--- src/rtl/cpu_mem_pkg.sv ---
// Shared types and constants for the unified-memory port arbiter.
package cpu_mem_pkg;

   localparam int XLEN = 32;

   // Arbiter FSM states. BUSY_x holds the memory request for owner x.
   // RESP pulses the owner's ack.
   typedef enum logic [1:0] {
      IDLE    = 2'd0,
      BUSY_IF = 2'd1,
      BUSY_DM = 2'd2,
      RESP    = 2'd3
   } arb_state_t;

   // Which pipeline stage owns the access currently in flight.
   typedef enum logic {
      OWN_IF = 1'b0,
      OWN_DM = 1'b1
   } arb_owner_t;

endpackage

--- src/rtl/mem_port_arbiter.sv ---
// Single-ported unified memory shared between instruction fetch (IF) and
// data access (MEM). Data has priority over fetch. A streak counter forces
// an IF grant after MAX_DM_STREAK back-to-back data grants while IF waits.
//
// Handshakes:
// - Requester side: a requester raises req together with its address and
//   data, and holds them until its one-cycle ack pulse.
// - Memory side: the arbiter holds mem_req_o with a stable addr, we and
//   wdata until mem_ready_i is sampled high. mem_rdata_i is valid in that
//   same cycle.
// - mem_ready_i is ignored whenever no memory request is outstanding.
module mem_port_arbiter
   import cpu_mem_pkg::*;
#(
   parameter int MAX_DM_STREAK = 4
) (
   input  logic            clk_i,
   input  logic            rst_i,
   // instruction fetch port
   input  logic            if_req_i,
   input  logic [XLEN-1:0] if_addr_i,
   output logic            if_ack_o,
   output logic [XLEN-1:0] if_rdata_o,
   // data access port
   input  logic            dm_req_i,
   input  logic            dm_we_i,
   input  logic [XLEN-1:0] dm_addr_i,
   input  logic [XLEN-1:0] dm_wdata_i,
   output logic            dm_ack_o,
   output logic [XLEN-1:0] dm_rdata_o,
   // memory port
   output logic            mem_req_o,
   output logic            mem_we_o,
   output logic [XLEN-1:0] mem_addr_o,
   output logic [XLEN-1:0] mem_wdata_o,
   input  logic            mem_ready_i,
   input  logic [XLEN-1:0] mem_rdata_i,
   // pipeline freeze and FSM visibility
   output logic            stall_o,
   output arb_state_t      state_o
);

   localparam int STREAK_W = $clog2(MAX_DM_STREAK + 1);
   localparam logic [STREAK_W-1:0] STREAK_MAX = STREAK_W'(MAX_DM_STREAK);
   localparam logic [STREAK_W-1:0] STREAK_ONE = STREAK_W'(1);

   arb_state_t            state_q, state_d;
   arb_owner_t            owner_q, owner_d;
   logic [STREAK_W-1:0]   streak_q, streak_d;
   logic [XLEN-1:0]       addr_q, addr_d;
   logic                  we_q, we_d;
   logic [XLEN-1:0]       wdata_q, wdata_d;
   logic [XLEN-1:0]       if_rdata_q, if_rdata_d;
   logic [XLEN-1:0]       dm_rdata_q, dm_rdata_d;
   logic                  if_ack_q, if_ack_d;
   logic                  dm_ack_q, dm_ack_d;
   logic                  mem_req_q, mem_req_d;

   logic                  grant_dm;
   logic                  grant_if;

   // Data wins unless IF is waiting and data has already used its streak.
   assign grant_dm = dm_req_i & (~if_req_i | (streak_q < STREAK_MAX));
   assign grant_if = ~grant_dm & if_req_i;

   // State register.
   always_ff @(posedge clk_i or negedge rst_i) begin
      if (!rst_i) begin
         state_q <= IDLE;
      end else begin
         state_q <= state_d;
      end
   end

   // Next state: grant from IDLE, wait for memory in BUSY, one RESP cycle.
   always_comb begin
      state_d = state_q;
      unique case (state_q)
         IDLE: begin
            if (grant_dm) begin
               state_d = BUSY_DM;
            end else if (grant_if) begin
               state_d = BUSY_IF;
            end
         end
         BUSY_IF, BUSY_DM: begin
            if (mem_ready_i) begin
               state_d = RESP;
            end
         end
         RESP: begin
            state_d = IDLE;
         end
         default: begin
            state_d = IDLE;
         end
      endcase
   end

   // Output/datapath next values: latch the granted request, track the
   // streak, capture read data and schedule the ack pulse.
   always_comb begin
      owner_d    = owner_q;
      streak_d   = streak_q;
      addr_d     = addr_q;
      we_d       = we_q;
      wdata_d    = wdata_q;
      if_rdata_d = if_rdata_q;
      dm_rdata_d = dm_rdata_q;
      if_ack_d   = 1'b0;
      dm_ack_d   = 1'b0;
      mem_req_d  = 1'b0;
      unique case (state_q)
         IDLE: begin
            if (grant_dm) begin
               owner_d   = OWN_DM;
               addr_d    = dm_addr_i;
               we_d      = dm_we_i;
               wdata_d   = dm_wdata_i;
               mem_req_d = 1'b1;
               if (streak_q < STREAK_MAX) begin
                  streak_d = streak_q + STREAK_ONE;
               end
            end else if (grant_if) begin
               owner_d   = OWN_IF;
               addr_d    = if_addr_i;
               we_d      = 1'b0;
               wdata_d   = '0;
               mem_req_d = 1'b1;
               streak_d  = '0;
            end
         end
         BUSY_IF, BUSY_DM: begin
            mem_req_d = ~mem_ready_i;
            if (mem_ready_i) begin
               if (owner_q == OWN_IF) begin
                  if_rdata_d = mem_rdata_i;
                  if_ack_d   = 1'b1;
               end else begin
                  // A store has no read data to return.
                  dm_rdata_d = we_q ? '0 : mem_rdata_i;
                  dm_ack_d   = 1'b1;
               end
            end
         end
         RESP: begin
            mem_req_d = 1'b0;
         end
         default: begin
            mem_req_d = 1'b0;
         end
      endcase
   end

   // Datapath and registered outputs.
   always_ff @(posedge clk_i or negedge rst_i) begin
      if (!rst_i) begin
         owner_q    <= OWN_IF;
         streak_q   <= '0;
         addr_q     <= '0;
         we_q       <= 1'b0;
         wdata_q    <= '0;
         if_rdata_q <= '0;
         dm_rdata_q <= '0;
         if_ack_q   <= 1'b0;
         dm_ack_q   <= 1'b0;
         mem_req_q  <= 1'b0;
      end else begin
         owner_q    <= owner_d;
         streak_q   <= streak_d;
         addr_q     <= addr_d;
         we_q       <= we_d;
         wdata_q    <= wdata_d;
         if_rdata_q <= if_rdata_d;
         dm_rdata_q <= dm_rdata_d;
         if_ack_q   <= if_ack_d;
         dm_ack_q   <= dm_ack_d;
         mem_req_q  <= mem_req_d;
      end
   end

   assign mem_req_o   = mem_req_q;
   assign mem_we_o    = we_q;
   assign mem_addr_o  = addr_q;
   assign mem_wdata_o = wdata_q;
   assign if_ack_o    = if_ack_q;
   assign if_rdata_o  = if_rdata_q;
   assign dm_ack_o    = dm_ack_q;
   assign dm_rdata_o  = dm_rdata_q;
   assign state_o     = state_q;

   // Freeze the pipeline while any stage has an unanswered request.
   assign stall_o = (if_req_i & ~if_ack_q) | (dm_req_i & ~dm_ack_q);

endmodule

--- config.mk ---
export PLATFORM = sky130hd
export DESIGN_NAME = mem_port_arbiter
export DESIGN_NICKNAME = d
export VERILOG_FILES = /design/src/rtl/cpu_mem_pkg.sv /design/src/rtl/mem_port_arbiter.sv
export SDC_FILE = /design/constraint.sdc
export NUM_CORES = 1
export LEC_CHECK = 0
export CORE_MARGIN = 2
export CORE_UTILIZATION = 44
export DETAILED_ROUTE_END_ITERATION = 10
export GPL_TIMING_DRIVEN = 0
export PLACE_DENSITY = 0.85
export SYNTH_ARGS = -nofsm -noshare
export SYNTH_HDL_FRONTEND = slang
export SYNTH_SLANG_ARGS = --single-unit
--- constraint.sdc ---
create_clock -name clk_i -period 3.1 [get_ports clk_i]
set_clock_uncertainty 0.1 [all_clocks]
set_input_delay 0.31 -clock clk_i [delete_from_list [all_inputs] [get_ports clk_i]]
set_output_delay 0.31 -clock clk_i [all_outputs]
set_load 0.03 [all_outputs]
# Word level (Yosys, flattened, before mapping)
# Cells that the tools add are included.
# op_classes
n_addsub,1
order_cmp,1
n_eq_ne,6
n_mux,24
bitwise,12
reduce_logical,8
# ops
operator,count
$mux 32,5
$mux 1,11
$mux 3,3
$reduce_and 3->1,3
$mux 2,3
$not 1->1,6
$pmux 2 s3,1
$and 1x1->1,4
$eq 2x2->1 const B,2
$reduce_and 2->1,2
$add 3x1->3 const B,1
$lt 3x3->1 const B,1
$ne 3x3->1 const B,1
$pmux 1 s3,1
$eq 2x1->1 const B,1
$logic_not 2->1,1
$ne 2x1->1 const B,1
$ne 2x2->1 const B,1
$or 1x1->1,2
$reduce_bool 2->1,1
$reduce_or 2->1,1
# totals
reg_bits,138

# Logic depth before layout (Yosys ltp)
# logic_depth
depth_word,8
mapped_depth,8
ltp_nobuf,5

# Worst setup path after synthesis
# No wires, ideal clock.
# synth_timing
path_kind,register -> register
startpoint,register state_q[0] (netlist: state_o[0])
endpoint,register if_rdata_q[10] (netlist: if_rdata_o[10])
t_arrival_ns,1.623
t_required_ns,2.875
setup_slack_ns,1.252
stages_incl_launch_ff,6
period_less_slack_ns,1.848
cell_sequence,dfrtp_1 -> inv_1 -> ha_1 -> nand3b_2 -> buf_4 -> mux2_2
# synth_between
elab_chain_len,3
# synth_lines
element,line,text
"start, declared",mem_port_arbiter.sv:47,"arb_state_t state_q, state_d;"
"start signal, assigned",mem_port_arbiter.sv:71,state_q <= state_d;
$eq 2x1->1 / $eq 2x2->1 (equally long branches),mem_port_arbiter.sv:113,unique case (state_q)
$reduce_or 2->1 *,mem_port_arbiter.sv:113,
$reduce_and 3->1 (no line) *,--,
"end signal, assigned",mem_port_arbiter.sv:174,if_rdata_q <= if_rdata_d;
"end, declared",mem_port_arbiter.sv:53,"logic [XLEN-1:0] if_rdata_q, if_rdata_d;"
# Every way passes the cells marked *; elsewhere a longest branch is shown, timed or not.
# A chain may end at the register's enable or synchronous reset.

# Worst setup path after layout
# layout_timing
startpoint,register if_ack_q (netlist: if_ack_o)
endpoint,output stall_o
# layout_between
elab_chain_len,3
# layout_lines
element,line,text
"start, declared",mem_port_arbiter.sv:55,"logic if_ack_q, if_ack_d;"
"start signal, assigned",mem_port_arbiter.sv:176,if_ack_q <= if_ack_d;
$not 1->1,mem_port_arbiter.sv:193,assign stall_o = (if_req_i & ~if_ack_q) | (dm_req_i & ~dm_ack_q);
$and 1x1->1,mem_port_arbiter.sv:193,
$or 1x1->1,mem_port_arbiter.sv:193,
"end, declared",mem_port_arbiter.sv:39,"output logic stall_o,"
# No other way between the ends.

==> run summary <==
Number of global-route vias before repair: 5,263
Reg-to-reg endpoint: dm_rdata_o[30]
Worst Path Required: 2.69 ns
Leakage: 4.04 nW
Antenna viol nets, final: 0
Synth cell count leaders: 138 x dfrtp_1, 65 x nand2_1, 45 x a21oi_1
Antenna violations before repair: 0
PwrDens: 1160 mW/mm²
Die extent in x: 118 µm
Layout cell share with drive strength beyond 1: 14.8%
Unique masters post-synth: 31
Setup crit end kind: output pin
RSZ-0062 raised after global routing: no
Gr ovfl total: 0
Tot GR Track Use: 24.7%
Final Hold Viols: 0
Yosys warns: 0
Pre-CTS WS: 1.20 ns
Top cell type's share of synthesized area: 60.2%
Via density: 5.00
WL final: 16.8 mm
Die area: 0.0140 mm²
Hold-critical path endpoint: streak_q[2]
Cell row count: 41
Setup crit start kind: register
Final worst-path cycle share: 67.0%
Fraction of the mapped netlist area in adder cells: 0.655%
Status: finished, final reports clean
Synth Area in Compound Gates: 17.2%
Port bufs: 266
Core box area: 0.0127 mm²
Router iterations before antenna repair: 4
First-pass GRT wire length: 27.4 mm
Worst reg2reg setup slack: 1.16 ns
Syn Inst Count: 499
Gp weighted congestion: 0.827
Post-synthesis xor/xnor area fraction: 0%
Fillers: 875
Cell Area, Synth: 0.00573 mm²
Clock Sinks: 138
DRC viols: 0
Nets@finish: 923
Simple-Gate Fraction of Synth Area: 10.6%
Main combinational cell family by area after synthesis: compound AO/OA/AOI/OAI gates
Max rail drop VDD: 0.605 mV
H-tree depth: 4
Largest net degree at the start of global routing: 85
CP arrival: 1.67 ns
DRT iter0 DRCs: 173
Initial core utilization: 45.3%
Synth Register Bits: 138
Least-Margin Pin Slew: 0.771 ns
Yosys top cell by area: dfrtp_1
Post-cts sizing count: 0
Via count: 4,859
HPWL Detailed: 12.5 mm
Top cells by area, synth: dfrtp_1 60%, mux2_2 6.5%, a22o_1 5.0%
Post-Syn Nets: 636
Most numerous cell in the Yosys netlist: dfrtp_1
Die extent in y: 118 µm
Clk Latency, worst-skew pair: 0.41 ns
CTS clk-pin slew, worst paths: 0.06 ns
Critical path type: reg -> out
Number of inserted diodes: 0
# setup viols final: 0
Mux cell area share after synthesis: 6.83%
Fin worst setup slack: 1.02 ns
CP Max Fanout: 2
CTS tree: built
Ys async rst share: 100%
Sequential share of the synthesized area: 60.2%
Total CTS buffers: 17
Fmax achieved: 481 MHz
Number of synthesized flops with an enable pin: 0
Hold path start: if_req_i
Max Slew Vio Count: 0
Setup TNS Final: 0 ns
Reg2reg start: state_o[0]
IO Pins: 269
Avg WL per Cell: 17.3 µm
Root Buffer Master: clkbuf_16
Clock Path Buffers: 2
Synthesis-to-layout area growth: 62.0%
Hold crit path type: in -> reg
Avg Inst Size Synth: 11.5 µm²
Dominant synthesized flop cell: dfrtp_1
Slew Limit Headroom: 48.6%
Max Cap Viol: 0
R2r worst-path depth: 6
Worst Hold Path Cells: 2
Min Tclk post-route: 2.08 ns
## cell usage in the layout (no fill, tap or decap), types with 2 or more instances in the layout
cell,n
buf_1,2
dfrtp_1,138
ha_1,3
a21oi_2,20
a22o_1,33
buf_6,8
buf_4,9
clkbuf_8,3
nand2b_1,33
clkdlybuf4s50_1,265
clkinv_2,3
clkbuf_1,8
o21ai_0,35
clkbuf_16,17
bufinv_16,4
buf_2,11
nor2_1,34
nand2_1,65
clkinv_4,2
inv_1,6
mux2_2,33
a21oi_1,45
mux2i_1,2
a31oi_1,2
a21o_1,2
clkinvlp_4,2
## kinds of logic (layout without fill, tap and decap cells)
group,after synthesis,count (layout)
muxes,35,35
DFF,138,138
buffers and inverters,42,342
AOI/OAI and AO/OA,145,145
adders and majority gates,3,3
and+or+nand+nor,136,136
## power breakdown
part	internal, mW	switching, mW	total, mW
Sequential	2.63	0.459	3.09
Combinational	2.40	3.09	5.49
Clock	1.41	0.762	2.17
## worst max-delay path: stages, from the launching register on
cell and delay (ns):
dfrtp_1 0.37, o22ai_1 0.16, clkdlybuf4s50_1 0.72
## area by class of cell
cell class,instances,area (µm²),share of cell area [%]
multi-input combinational,319,2020,21.8
timing repair buffer,268,2700,29.1
buffer,36,235,2.53
tap,172,215,2.32
clock inverter,11,168,1.80
clock buffer,21,470,5.06
inverter,6,22.5,0.242
sequential,138,3450,37.2
## state kept, by name, indices dropped and copies added (netlist names)
signal	count
dm_ack_o	1
mem_we_o	1
streak_q	3
mem_wdata_o	32
mem_addr_o	32
if_rdata_o	32
state_o	2
owner_q	1
if_ack_o	1
dm_rdata_o	32
mem_req_o	1
## metal layers
layer	vias up	track usage, %	routed length (µm)	share of wire [%]
li1	2280	-	-	-
met4	0	10.5	444	2.6
met2	193	42.6	8530	51
met3	32	7.43	1160	6.9
met1	2354	28.4	6670	40
met5	-	0	0	0
## metrics by stage
stage / power [mW] / instance area [µm²] / utilization, % / hold slack [ns] / cells
final: 10.8 / 9290 / 73.3 / 0.0676 / 971
after global routing: 11.3 / 9290 / 73.3 / 0.0753 / 971
after CTS: 10.8 / 9290 / 73.3 / 0.0547 / 971
after detailed placement: 8.63 / 8640 / 68.2 / 0.318 / 938
after global placement: 8.44 / 8610 / 68.0 / 0.360 / 937
after floorplan: 6.27 / 5730 / - / -0.0856 / 499
## repair_timing
action                    CTS  global route
setup buffers               0             0
hold buffers                1             0
hold endpoints to repair   83             0
## how the worst max path moves through the flow
stage / cells after the start / end / start
CTS: 2 / stall_o / if_ack_o
detailed placement: 7 / dm_rdata_o[22] / state_o[0]
finish: 2 / stall_o / if_ack_o
global placement: 1 / if_rdata_o[4] / rst_i
global route: 2 / stall_o / if_ack_o
floorplan: 5 / if_rdata_o[10] / state_o[0]
No activity file was read; power rests on OpenSTA's default activity.
